==> config.mk <==
export PLATFORM = sky130hd
export DESIGN_NAME = oam_dma
export DESIGN_NICKNAME = d
export VERILOG_FILES = /design/src/rtl/oam_dma.sv
export SDC_FILE = /design/constraint.sdc
export NUM_CORES = 1
export LEC_CHECK = 0
export CAP_MARGIN = 20
export CELL_PAD_IN_SITES_DETAIL_PLACEMENT = 1
export CELL_PAD_IN_SITES_GLOBAL_PLACEMENT = 1
export CORE_UTILIZATION = 29
export DETAILED_ROUTE_END_ITERATION = 7
export PLACE_DENSITY_LB_ADDON = 0.2
export SLEW_MARGIN = 20
export SYNTH_ARGS = -nofsm -noshare
export SYNTH_HDL_FRONTEND = slang
export SYNTH_SLANG_ARGS = --single-unit
export TNS_END_PERCENT = 10
==> constraint.sdc <==
create_clock -name clk -period 2.4 [get_ports clk]
set_input_delay 0.24 -clock clk [delete_from_list [all_inputs] [get_ports clk]]
set_output_delay 0.24 -clock clk [all_outputs]
set_load 0.02 [all_outputs]
==> src/rtl/oam_dma.sv <==
// rtl/oam_dma.sv - sprite DMA: page copy to the OAM data port with CPU stall
// Optional ALIGN state and parity tracking are built when OAM_DMA_ALIGN_EN is defined.
module oam_dma #(
   parameter int                    ADDR_WIDTH    = 16,
   parameter int                    REG_WIDTH     = 8,
   parameter logic [ADDR_WIDTH-1:0] TRIGGER_ADDR  = 16'h4014,
   parameter logic [ADDR_WIDTH-1:0] OAM_PORT_ADDR = 16'h2004,
   parameter int                    XFER_LEN      = 256
) (
   input  logic                  clk,
   input  logic                  reset_n,
   input  logic [ADDR_WIDTH-1:0] cpu_addr,
   input  logic [REG_WIDTH-1:0]  cpu_wdata,
   input  logic                  cpu_we,
   input  logic [REG_WIDTH-1:0]  dma_rdata,
   output logic                  rdy,
   output logic                  bus_grant,
   output logic [ADDR_WIDTH-1:0] dma_addr,
   output logic [REG_WIDTH-1:0]  dma_wdata,
   output logic                  dma_we,
   output logic                  busy,
   output logic                  dma_done
);

   typedef enum logic [2:0] {
      IDLE  = 3'd0,
      HALT  = 3'd1,
      ALIGN = 3'd2,
      READ  = 3'd3,
      WRITE = 3'd4
   } state_t;

   localparam logic [7:0] LAST_IDX = 8'(XFER_LEN - 1);

   state_t               state;
   logic [7:0]           idx;
   logic [REG_WIDTH-1:0] page;
   logic [REG_WIDTH-1:0] data_q;
`ifdef OAM_DMA_ALIGN_EN
   logic                 parity;
`endif

   logic trigger;
   assign trigger   = cpu_we && (cpu_addr == TRIGGER_ADDR);
   assign dma_wdata = data_q;

   always_ff @(posedge clk or negedge reset_n) begin
      if (!reset_n) begin
         state     <= IDLE;
         idx       <= '0;
         page      <= '0;
         data_q    <= '0;
         rdy       <= 1'b1;
         bus_grant <= 1'b0;
         dma_addr  <= '0;
         dma_we    <= 1'b0;
         busy      <= 1'b0;
         dma_done  <= 1'b0;
`ifdef OAM_DMA_ALIGN_EN
         parity    <= 1'b0;
`endif
      end else begin
`ifdef OAM_DMA_ALIGN_EN
         parity   <= ~parity;
`endif
         dma_done <= 1'b0;
         case (state)
            IDLE: begin
               if (trigger) begin
                  page  <= cpu_wdata;
                  idx   <= '0;
                  rdy   <= 1'b0;
                  busy  <= 1'b1;
                  state <= HALT;
               end
            end
            HALT: begin
               // The CPU finishes its in-flight cycle here; the bus is ours from the next cycle.
               bus_grant <= 1'b1;
               dma_we    <= 1'b0;
               dma_addr  <= {page, idx};
`ifdef OAM_DMA_ALIGN_EN
               state     <= parity ? ALIGN : READ;
`else
               state     <= READ;
`endif
            end
`ifdef OAM_DMA_ALIGN_EN
            ALIGN: begin
               state <= READ;
            end
`endif
            READ: begin
               data_q   <= dma_rdata;
               dma_we   <= 1'b1;
               dma_addr <= OAM_PORT_ADDR;
               state    <= WRITE;
            end
            WRITE: begin
               if (idx == LAST_IDX) begin
                  rdy       <= 1'b1;
                  bus_grant <= 1'b0;
                  dma_we    <= 1'b0;
                  busy      <= 1'b0;
                  dma_done  <= 1'b1;
                  state     <= IDLE;
               end else begin
                  // idx wraps inside the page; the page byte is never incremented.
                  idx      <= idx + 8'd1;
                  dma_we   <= 1'b0;
                  dma_addr <= {page, idx + 8'd1};
                  state    <= READ;
               end
            end
            default: begin
               rdy       <= 1'b1;
               bus_grant <= 1'b0;
               dma_we    <= 1'b0;
               busy      <= 1'b0;
               state     <= IDLE;
            end
         endcase
      end
   end

endmodule
==> results.yml <==
run_status:
  outcome: "completed"
logic_synthesis:
  synth_largest_area_cell: "sky130_fd_sc_hd__dfrtp_1"
  ys_top_cells_by_area: "sky130_fd_sc_hd__dfrtp_1 53%, sky130_fd_sc_hd__nand2_1 5.8%, sky130_fd_sc_hd__mux2_2 5.1%"
  top_cells_by_instance_count_after_synthesis: "47 x sky130_fd_sc_hd__dfrtp_1, 34 x sky130_fd_sc_hd__nand2_1, 13 x sky130_fd_sc_hd__o21ai_0"
  syn-num-nets: 235
  synth_edf_count: 0
  synth-async-reset-ratio_pct: 100
  ys_warn_count: 0
  yosys.area.top_type_share_pct: 53.3
  post-synth-top-count-cell: "sky130_fd_sc_hd__dfrtp_1"
  postSynth.topFlopCell: "sky130_fd_sc_hd__dfrtp_1"
  postSynthAreaPerCell_sq_um: 11.1
  yosysUniqueCellTypes: 44
  postSynthCellCount: 199
  ys_seq_area_share_pct: 54.4
  ys_ff_latch: 48
  post_synth_instance_area_sq_um: 2210
routing:
  routed-via-count: 1820
  detail_route.vias_per_cell: 4.89
  detailed_router_s_first_iteration_violation_count: 58
  drc: 0
  antenna_violating_nets_post_route: 0
  avgRoutedWirePerCell_um: 15.6
  drt-pass1-iter-count: 4
  total_wirelength_um: 5810
timing:
  drv_slew: 0
  min_period_ns: 1.94
  timing_worst_slew_pin_value_ns: 0.473
  setup_total_negative_slack_ns: 0
  worst_clock_skew_ns: 0.00938
  max_slew_margin_pct: 68.4
  max_clock_freq_mhz: 514
  final.period_utilization_pct: 81.0
  setup_violations_final: 0
  timing.final.hold_violations: 0
  rsz_0062_raised_after_global_routing: "no"
clock_network:
  cts_inserted_buffers: 5
  cts_sinks: 48
  clock_tree.root_cell: "sky130_fd_sc_hd__clkbuf_8"
  clk-insertion-delay-late_ns: 0.31
  tritoncts: "done"
  htreeDepth: 2
  cts_buffer_depth: 2
  cts.reportedPaths.clkPinSlew_ns: 0.10
  postCtsSetupBuffers: 0
placed_design:
  placement.io_buffers: 63
  place_congestion: 0.746
  dp_hpwl_um: 4260
  post_placement_cell_count: 363
  postPlaceCellArea_sq_um: 2970
setup_path:
  setup.worst_path.end_class: "register"
  crit_type: "register to register"
  reg2reg_to: "dma_addr[0]"
  start_kind: "register"
  timing.rr.start: "idx[1]"
  r2r.worst_path.cells: 5
  worst-endpoint-required_ns: 2.60
  critical_path_peak_fanout: 10
  cp_data_arrival_time_ns: 2.14
  r2r_setup_slk_ns: 0.46
global_routing:
  global_route_wire_length_before_repair_um: 9670
  grt_usage_pct: 16.3
  vias_in_the_first_global_route: 1866
  grt_overflow: 0
  largest_net_degree_at_the_start_of_global_routing: 49
  initial_antenna_violation_count: 0
die:
  die_w_um: 89.3
  ios: 64
  floorplan.core_area_sq_um: 7290
  placement_rows: 31
  design.die.area_sq_um: 7970
  initial_core_util_pct: 30.3
  fp.dieH_um: 89.3
finish:
  area_growth_pct: 41.0
  num_antenna_cells: 0
  post_layout_nonfiller_instances: 372
  drive_above_1_share_pct: 18.3
  finish.net_count: 308
  nFillCells: 844
  design_area_sq_um: 3110
min_path:
  worst_hold_path_type: "input pin to asynchronous set/reset pin"
job:
  maxCapViolations: 0
power_and_ir_drop:
  power.total_uw: 1660
  leakagePower_uw: 0.00138
  power.density_cell_area_nw_per_um2: 535
  ir_worst_vdd_uv: 246
how the worst max path moves through the flow:
stage / startpoint / endpoint / slack, ns
global placement: cpu_addr[14] / page[0] / 0.21
global route: idx[1] / dma_addr[0] / 0.40
finish: idx[1] / dma_addr[0] / 0.46
detailed placement: cpu_addr[14] / page[1] / 0.20
CTS: idx[1] / dma_addr[0] / 0.46
floorplan: state[1] / dma_addr[0] / 0.64
power breakdown:
group	switching [uW]	internal (uW)
Sequential	5.46	817
Combinational	46.2	73.9
Clock	302	420
Total	354	1310
stage by stage:
stage	worst slack, ns	utilization, %	hold slack (ns)
5_1_grt	0.403	42.7	0.460
3_3_place_gp	0.212	40.7	0.248
2_1_floorplan	0.636	-	-0.0556
6_report	0.456	42.7	0.434
3_5_place_dp	0.204	40.7	0.248
4_1_cts	0.458	42.7	0.430
final cells by class:
| class | instances | area [sq um] | area share [%] |
|---|---|---|---|
| clock buffers | 5 | 68.8 | 2.21 |
| clock inverters | 3 | 68.8 | 2.21 |
| inverters | 2 | 7.51 | 0.241 |
| multi-input cells | 141 | 918 | 29.5 |
| flip-flops and latches | 48 | 1200 | 38.6 |
| well taps | 99 | 124 | 3.98 |
| repair buffers | 74 | 723 | 23.2 |
routing by layer:
| layer | up-vias | share of wire [%] | global-route usage (%) |
|---|---|---|---|
| met3 | 7 | 4.0 | 3.79 |
| li1 | 863 | - | - |
| met2 | 38 | 48 | 27.3 |
| met5 | - | 0 | 0 |
| met1 | 912 | 46 | 20.6 |
| met4 | 0 | 1.4 | 5.77 |
critical path, stage by stage, from the launching register on:
cell                      delay, ns
sky130_fd_sc_hd__dfrtp_1       0.45
sky130_fd_sc_hd__ha_1          0.29
sky130_fd_sc_hd__and3_1        0.29
sky130_fd_sc_hd__a21o_2        0.29
sky130_fd_sc_hd__nand2_4       0.16
sky130_fd_sc_hd__mux2_2        0.35
timing repair:
action                                 in CTS  in global routing
gates resized for setup                     0                  0
hold buffers                                1                  0
endpoints found under the hold margin      47                  0
placed cells by master, fill, tap and decap left out, types with 2 or more instances in the layout:
master	count
sky130_fd_sc_hd__o31ai_1	2
sky130_fd_sc_hd__nand2_1	34
sky130_fd_sc_hd__xnor2_1	3
sky130_fd_sc_hd__o21ai_0	13
sky130_fd_sc_hd__and3_1	4
sky130_fd_sc_hd__nor3_1	10
sky130_fd_sc_hd__dfrtp_1	47
sky130_fd_sc_hd__o22ai_1	3
sky130_fd_sc_hd__o211ai_1	4
sky130_fd_sc_hd__nor2b_1	2
sky130_fd_sc_hd__a22o_2	7
sky130_fd_sc_hd__nor4_1	2
sky130_fd_sc_hd__and2b_2	2
sky130_fd_sc_hd__clkbuf_8	5
sky130_fd_sc_hd__o21a_1	2
sky130_fd_sc_hd__nor2_1	4
sky130_fd_sc_hd__bufinv_16	2
sky130_fd_sc_hd__nand3_1	9
sky130_fd_sc_hd__nor2_4	2
sky130_fd_sc_hd__buf_4	9
sky130_fd_sc_hd__nor4b_1	2
sky130_fd_sc_hd__nand4_1	3
sky130_fd_sc_hd__mux2_2	10
sky130_fd_sc_hd__a21oi_1	2
sky130_fd_sc_hd__inv_1	2
sky130_fd_sc_hd__a31oi_1	4
sky130_fd_sc_hd__clkdlybuf4s50_1	62
flip-flops by register name, summed over array words and instances, names as in the netlist:
name and flops:
dma_addr 16, dma_done 1, page 8, state 3
dma_we 1, busy 1, bus_grant 1, idx 8
rdy 1, dma_wdata 8
kinds of logic (layout without fill, tap and decap cells):
family | Yosys count | after routing | share of synthesized area, %
AO/OA/AOI/OAI | 45 | 45 | 15.2
XOR/XNOR | 3 | 3 | 1.19
adder cells (fa/ha/maj) | 1 | 1 | 0.566
buffers and inverters | 10 | 84 | 3.97
flip-flops | 48 | 48 | 54.4
multiplexers | 10 | 10 | 5.10
AND/OR/NAND/NOR | 82 | 82 | 19.5
Note: power is estimated with default switching activity, not from simulation.
